[src/rtl/thermal_pkg.sv]
// Shared types and constants for the thermal plant emulator.
package thermal_pkg;

    localparam int unsigned TEMP_W  = 8;
    localparam int unsigned TEMP_SW = TEMP_W + 1;
    localparam int unsigned DIV_W   = 16;

    localparam logic [TEMP_W-1:0] LFSR_SEED = 8'hA5;

    typedef enum logic [1:0] {
        P_IDLE  = 2'd0,
        P_HEAT  = 2'd1,
        P_COOL  = 2'd2,
        P_FAULT = 2'd3
    } plant_state_t;

    // Saturate a signed 9-bit intermediate into the [lo, hi] temperature window.
    function automatic logic [TEMP_W-1:0] clamp_temp(
        input logic signed [TEMP_SW-1:0] v,
        input logic [TEMP_W-1:0]         lo,
        input logic [TEMP_W-1:0]         hi
    );
        logic [TEMP_W-1:0] r;
        if (v < $signed({1'b0, lo})) begin
            r = lo;
        end else if (v > $signed({1'b0, hi})) begin
            r = hi;
        end else begin
            r = v[TEMP_W-1:0];
        end
        return r;
    endfunction

endpackage

[src/rtl/plant_prescaler.sv]
// Mod-N step prescaler with synchronous clear; N is a runtime input.
module plant_prescaler
    import thermal_pkg::*;
(
    input  logic             clk,
    input  logic             rst_n,
    input  logic             clear,
    input  logic [DIV_W-1:0] div,
    output logic             tick
);

    logic [DIV_W-1:0] count_q;
    logic             wrap_c;

    assign wrap_c = (count_q == div - DIV_W'(1));
    // A clear discards any progress, including a wrap landing on the same edge.
    assign tick   = !clear && wrap_c;

    always_ff @(posedge clk or negedge rst_n) begin
        if (!rst_n) begin
            count_q <= '0;
        end else if (clear || wrap_c) begin
            count_q <= '0;
        end else begin
            count_q <= count_q + DIV_W'(1);
        end
    end

endmodule

[config.mk]
export PLATFORM = sky130hd
export DESIGN_NAME = plant_prescaler
export DESIGN_NICKNAME = d
export VERILOG_FILES = /design/src/rtl/thermal_pkg.sv /design/src/rtl/plant_prescaler.sv
export SDC_FILE = /design/constraint.sdc
export NUM_CORES = 1
export LEC_CHECK = 0
export BUFFER_PORTS_ARGS = -buffer_cell sky130_fd_sc_hd__buf_2
export CORE_UTILIZATION = 52
export DETAILED_ROUTE_END_ITERATION = 10
export PLACE_DENSITY = 0.85
export SLEW_MARGIN = 20
export SYNTH_ARGS = -nofsm -noshare
export SYNTH_HDL_FRONTEND = slang
export SYNTH_SLANG_ARGS = --single-unit
[constraint.sdc]
create_clock -name clk -period 2.7 [get_ports clk]
set_clock_uncertainty 0.1 [all_clocks]
set_input_delay 0.405 -clock clk [delete_from_list [all_inputs] [get_ports clk]]
set_output_delay 0.405 -clock clk [all_outputs]
set_load 0.1 [all_outputs]
==> results of run 1 <==
## synth_stat cells, types with 2 or more instances
cell type,number
nor3_1,18
xor2_1,17
dfrtp_1,16
xnor2_1,11
nor2_1,9
or3_1,9
nand3_1,7
nand4_1,7
nand2_1,6
and3_1,4
clkbuf_1,4
nand3b_1,4
nor2b_1,4
inv_1,3
nor3b_1,3
a2111oi_4,2
a211oi_1,2
a21oi_1,2
and3b_1,2
and4_1,2
ha_1,2
nand2b_1,2
nor4b_1,2
o211a_1,2
o211ai_1,2
o21ai_0,2
or4_1,2
## logic make-up (layout without fill, tap and decap cells)
logic type,after synthesis,in the layout,share of synthesized area (%)
AOI/OAI and AO/OA,20,20,14.0
xor gates and xnor gates,28,28,16.9
adders and majority gates,2,2,1.73
buffers and inverters,10,71,3.19
DFF,16,16,27.6
muxes,2,2,1.47
and+or+nand+nor,86,86,35.1
## worst register-to-register path, cell delays in order (launching register included)
cell       delay (ns)
dfrtp_1          0.46
xor2_1           0.21
or3_1            0.36
a32oi_1          0.28
buf_4            0.17
nand3_1          0.10
a2111oi_4        0.54
clkbuf_16        0.27
nor3_1           0.06
## stage by stage
step	setup WS (ns)	std cells	area (um2)	utilization, %
floorplan	-1.05	164	1560	-
global placement	-0.491	246	1970	77.6
detailed placement	-0.533	246	1970	77.6
CTS	-0.425	252	2050	80.6
global route	-0.554	255	2130	83.6
finish	-0.489	255	2130	83.6
## power breakdown
part           internal [mW]  switching (mW)  leakage, nW  total, mW
clock                 0.0820          0.0730       0.0210      0.155
combinational         0.0752          0.0763        0.647      0.151
sequential             0.243         0.00711        0.221      0.250
## layout make-up
cell class	instances	area share [%]
Clock buffer	4	1.71
Inverter	3	0.529
Multi-Input combinational cell	138	53.7
Sequential cell	16	18.8
Tap cell	30	1.76
Timing Repair Buffer	64	23.5
## routing by layer
| layer | wire, um | vias to the layer above | track usage, % |
|---|---|---|---|
| met1 | 1790 | 767 | 36.4 |
| met5 | 0 | - | 0 |
| met4 | 186 | 0 | 14.1 |
| met3 | 271 | 21 | 3.06 |
| li1 | - | 741 | - |
| met2 | 2440 | 75 | 57.8 |
## path summary, 6_finish.rpt
kind,endpoint,slack [ns],cells after the start,start
worst max-delay path,tick,-0.49,9,div[3]
worst min-delay path,count_q[0]$_DFF_PN0_,0.46,2,rst_n
worst max register to register,count_q[15]$_DFF_PN0_,0.03,8,count_q[7]$_DFF_PN0_
worst min register to register,count_q[15]$_DFF_PN0_,0.49,2,count_q[15]$_DFF_PN0_
max in group asynchronous,count_q[14]$_DFF_PN0_,1.78,2,rst_n
min in group clk,count_q[15]$_DFF_PN0_,0.49,2,count_q[15]$_DFF_PN0_
## timing repair
| item | 4_1_cts | 5_1_grt |
|---|---|---|
| pin swaps | 2 | 4 |
| hold endpoints to repair | 16 | 0 |
| hold buffers | 1 | 0 |
| endpoints found under the setup margin | 17 | 16 |
| buffers inserted | 1 | 2 |
| cloned | 0 | 1 |
| gates resized for setup | 3 | 7 |
==> results by group, run 1 <==
Status
  • Status: complete, but fails checks
  • Failing checks: negative setup slack

Route
  • Detailed-route vias per instance: 6.29
  • DRT iter0 DRCs: 57
  • DRT Pass-1 Iters: 4
  • # DRC: 0
  • ANT nets after route: 0
  • Routed WL per cell: 18.3 um
  • Via count: 1604
  • Routed wire length: 4.68 mm

Critical path
  • Critical Setup Path Class: in2out
  • CP max FO: 4
  • CP endpoint kind: output pin
  • Critical path arrival: 2.68 ns
  • CP peak stage delay: 0.58 ns
  • Top delay family on crit path: compound AO/OA/AOI/OAI gates
  • Worst Path Buf+Inv: 3
  • Worst-path cell chain: buf_6 -> or4_4 -> buf_4 -> nor3_1 -> o221a_2 -> o211a_1 -> o2111ai_2 -> a2111oi_4 -> buf_12
  • Critical-path top delay cell: or4_4
  • Crit path launch type: input port
  • Worst path required time: 2.19 ns

Layout
  • Most frequent cells in the layout: buf_4, xor2_1, buf_2
  • Largest Register: count_q
  • FF+latch area: 400 um2
  • FILL cells: 145
  • Layout cells sized above 1: 41.3%
  • Multi-input logic area: 1140 um2
  • Biggest regs: count_q: 16 flops
  • # diodes: 0
  • Final net count: 247
  • Most common cell after layout, fill and taps aside: buf_4
  • Area grow syn2layout: 46.8%
  • Max reg flops: 16

Die
  • Chip height: 54.8 um
  • Core area: 2540 um2
  • Number of placement rows: 18
  • Die Area: 3000 um2
  • Io pins: 20
  • Initial core utilization: 56.9%
  • Chip width: 54.8 um

STA
  • Pins Over Slew Limit: 0
  • Fin worst setup slack: -0.489 ns
  • Final setup fails: 17
  • Fin crit share: 118%
  • Fin crit period: 3.19 ns
  • TNS Setup: -5.24 ns
  • Max frequency: 314 MHz
  • Final hold violations: 0
  • RSZ-0062 raised after global routing: yes
  • Rel. slew slack: 59.5%
  • Fin Hold WS: 0.457 ns
  • Worst-Margin Slew: 0.603 ns

Clocking
  • TritonCTS Sinks: 16
  • Clock slew seen by the registers of the worst setup and hold paths: 0.09 ns
  • Htree depth: 1
  • Skew-Pair Late Insertion Delay: 0.28 ns
  • CTS tree: yes
  • Clock Root Buffer: clkbuf_4
  • Total CTS buffers: 3
  • Clock buffer depth: 2

Logic synthesis
  • Most common flop cell mapped by yosys: dfrtp_1
  • Largest area contributor in the netlist: dfrtp_1
  • Yosys synthesis warning count: 0
  • Netlist cell types: 45
  • Synth top area share: 27.6%
  • Number of enable flip-flop cells after synthesis: 0
  • Async S/R FF share, synth: 100%
  • Seq/Total Area, Yosys: 27.6%
  • Synthesized Nets: 185
  • Synth Cell Area: 1450 um2
  • Post-synthesis register bit count: 16
  • Avg Inst Size Synth: 8.83 um2
  • Post-Syn Instances: 164
  • Area contributors post-synth: dfrtp_1, xor2_1, xnor2_1

GRT
  • Pin count of the biggest net entering global routing: 18
  • Total grt overflow: 0
  • Initial antenna violation count: 0
  • Vias in the first global route: 1495
  • GRT Resource Usage Total: 31.6%
  • First-pass GRT wire length: 6.62 mm

Power
  • Leak: 0.890 nW
  • Total power: 557 uW
  • Cell Pwr Density: 262 nW/um2
  • VDD IR max: 0.000345 V

Placed design
  • Port buffer count: 19
  • Placer Congestion: 0.854
  • Detail Placement HPWL: 3.22 mm

Hold path
  • HP Class: in2async

Flow run
  • Max-cap violations: 0
Note: power is estimated with default switching activity, not from simulation.
==> inputs of run 2 (changes only) <==
- ABC_AREA: default -> 1
- GPL_ROUTABILITY_DRIVEN: default -> 0
==> results by group, run 2 <==
STA
  • Worst-Margin Slew: 0.370 ns (-0.233 ns)
  • Fin crit share: 92.2% (-26 points)
  • Final setup fails: 0 (-17)
  • Final hold violations: 0 (unchanged)
  • Rel. slew slack: 75.1% (+16 points)
  • Fin crit period: 2.49 ns (-0.701 ns)
  • TNS Setup: 0 ns (+5.24 ns)
  • RSZ-0062 raised after global routing: no
  • Pins Over Slew Limit: 0 (unchanged)
  • Max frequency: 402 MHz (+28%)

Logic synthesis
  • Top-count cell post-synth: nand2_1
  • Area contributors post-synth: dfrtp_1, nand2_1, xor2_1
  • Netlist cell types: 24 (-47%)
  • Synth top area share: 24.8% (-2.9 points)
  • Seq/Total Area, Yosys: 24.8% (-2.9 points)
  • Commonest cells post-synth: nand2_1, nor2_1, inv_1
  • Largest area contributor in the netlist: dfrtp_1
  • Synthesized Nets: 269 (+45%)
  • Synth Cell Area: 1620 um2 (+12%)
  • Most common flop cell mapped by yosys: dfrtp_1
  • Yosys synthesis warning count: 0 (unchanged)
  • Avg Inst Size Synth: 6.52 um2 (-26%)
  • Async S/R FF share, synth: 100% (unchanged)
  • Post-Syn Instances: 248 (+51%)
  • Number of enable flip-flop cells after synthesis: 0 (unchanged)
  • Post-synthesis register bit count: 16 (unchanged)

Layout
  • Final Non-Filler Cells: 299 (+17%)
  • Biggest regs: count_q: 16 flops
  • FILL cells: 274 (+89%)
  • # diodes: 0 (unchanged)
  • Final net count: 290 (+17%)
  • Area grow syn2layout: 10.5%
  • Largest Register: count_q
  • Layout cells sized above 1: 17.2% (-24 points)
  • Most frequent cells in the layout: nand2_1, nor2_1, inv_1
  • Max reg flops: 16 (unchanged)
  • Most common cell after layout, fill and taps aside: nand2_1

Clocking
  • Clock buffer depth: 2 (unchanged)
  • CTS tree: yes
  • Total CTS buffers: 3 (unchanged)
  • Skew-Pair Late Insertion Delay: 0.28 ns (about the same)
  • Clock slew seen by the registers of the worst setup and hold paths: 0.08 ns (about the same)
  • TritonCTS Sinks: 16 (unchanged)
  • Postcts setup bufs: 0 (-1)
  • Htree depth: 1 (unchanged)
  • Clock Root Buffer: clkbuf_4
  • Post-CTS sizing: 0 (-3)

Critical path
  • Worst path required time: 2.19 ns (about the same)
  • CP endpoint kind: output pin
  • Critical path arrival: 1.98 ns (-0.70 ns)
  • Crit path top cell by count: nand2_1
  • Worst-path cell chain: buf_2 -> inv_1 -> ha_1 -> nand2_1 -> nor2_1 -> nand2_1 -> nand2_1 -> nand2_1 -> inv_1 -> nand4_1 -> nor2_1 -> nand3_1 -> nor2_4 -> buf_12
  • CP max FO: 4 (unchanged)
  • CP peak stage delay: 0.21 ns (-0.37 ns)
  • Crit path launch type: input port
  • Critical-path top delay cell: nor2_1
  • Critical Setup Path Class: in2out

GRT
  • Pin count of the biggest net entering global routing: 17 (-1)
  • First-pass GRT wire length: 5.87 mm (-11%)
  • Vias in the first global route: 1456 (-2.6%)
  • GRT Resource Usage Total: 22.3% (-9.3 points)
  • Initial antenna violation count: 0 (unchanged)
  • Total grt overflow: 0 (unchanged)

Route
  • ANT nets after route: 0 (unchanged)
  • Routed wire length: 3.30 mm (-29%)
  • Routed WL per cell: 11.0 um (-40%)
  • Via count: 1528 (-4.7%)
  • DRT iter0 DRCs: 64 (+12%)
  • # DRC: 1 (+1)
  • Detailed-route vias per instance: 5.11 (-19%)
  • DRT Pass-1 Iters: 7 (+3)

Die
  • Number of placement rows: 19 (+1)
  • Initial core utilization: 56.7% (-0.27 points)
  • Io pins: 20 (unchanged)
  • Chip width: 57.8 um (+5.4%)
  • Chip height: 57.8 um (+5.4%)
  • Die Area: 3340 um2 (+11%)
  • Core area: 2850 um2 (+12%)

Hold path
  • HP Class: reg2reg

Power
  • VDD IR max: 0.000305 V (-11%)
  • Leak: 0.856 nW (-3.7%)
  • Cell Pwr Density: 289 nW/um2 (+11%)

Status
  • Status: complete, but fails checks
  • Failing checks: design-rule violations

Flow run
  • Max-cap violations: 0 (unchanged)

Placed design
  • Dpl cells: 294 (+20%)
  • Port buffer count: 19 (unchanged)
  • Detail Placement HPWL: 2.74 mm (-15%)
run 2: cell types whose count changed after synthesis, moves of 4 or more:
| cell | before | now |
|---|---|---|
| nor2b_1 | 4 | 0 |
| inv_1 | 3 | 29 |
| or3_1 | 9 | 0 |
| nand2_2 | 0 | 4 |
| nor2_2 | 0 | 11 |
| clkbuf_1 | 4 | 0 |
| nand3_1 | 7 | 19 |
| and3_1 | 4 | 0 |
| nand2_1 | 6 | 69 |
| nor2_1 | 9 | 36 |
| nor2_4 | 0 | 4 |
| nor3_1 | 18 | 1 |
run 2: cells by family (layout without fill, tap and decap cells):
| kind of cell | after synthesis | after routing | share of synthesized area, % |
|---|---|---|---|
| simple gates | 162 | 162 | 47.4 |
| buf+inv | 34 | 54 | 9.21 |
| xor+xnor | 28 | 28 | 15.2 |
| flops | 16 | 16 | 24.8 |
| compound gates | 6 | 6 | 1.86 |
| fa+ha+maj | 2 | 2 | 1.55 |
run 2: critical path, delay by kind of cell:
kind / cells / cell delay [ns]
buffers and inverters: 4 / 0.41
AND/OR/NAND/NOR: 9 / 0.96
adder cells (fa/ha/maj): 1 / 0.20
run 2: final timing paths:
check                           slack [ns]  depth (start not counted)                 start                    end
min in group asynchronous             0.45                          2                 rst_n   count_q[0]$_DFF_PN0_
worst min register to register        0.44                          1  count_q[0]$_DFF_PN0_   count_q[0]$_DFF_PN0_
worst min-delay path                  0.44                          1  count_q[0]$_DFF_PN0_   count_q[0]$_DFF_PN0_
worst max-delay path                  0.21                         14                div[0]                   tick
max in group asynchronous             1.80                          2                 rst_n  count_q[11]$_DFF_PN0_
worst max register to register        0.75                         10  count_q[0]$_DFF_PN0_  count_q[12]$_DFF_PN0_
run 2: through the flow:
step           power, mW  util, %  worst slack, ns  cell area [um2]  hold WS, ns
2_1_floorplan      0.329        -            0.193             1620      0.00941
3_3_place_gp       0.365     61.0            0.201             1740        0.230
3_5_place_dp       0.368     61.0            0.195             1740        0.233
4_1_cts            0.521     62.6            0.190             1790        0.436
5_1_grt            0.549     62.6          0.00650             1790        0.481
6_report           0.517     62.6            0.212             1790        0.436
run 2: where the power goes:
group	internal, mW	switching [mW]	total (mW)
logic	0.0445	0.0716	0.116
registers	0.243	0.00520	0.248
clock network	0.0822	0.0705	0.153
total	0.370	0.147	0.517
run 2: area by class of cell:
| cell class | count | area [um2] | area share, % |
|---|---|---|---|
| Clock buffer | 4 | 36.3 | 2.03 |
| Inverter | 29 | 109 | 6.09 |
| Multi-Input combinational cell | 198 | 1070 | 60.2 |
| Sequential cell | 16 | 400 | 22.4 |
| Tap cell | 31 | 38.8 | 2.17 |
| Timing Repair Buffer | 21 | 128 | 7.14 |
run 2: repair_timing:
item,in CTS,in global routing
hold endpoints to repair,16,0
hold buffers,1,0
setup endpoints to repair,0,1
run 2: per-layer routing:
layer	vias to the layer above	routed length [um]	GRT usage, %
met5	-	0	0
met4	0	44	6.12
met3	5	61	1.34
met2	23	1600	40.4
met1	688	1590	29.0
li1	812	-	-
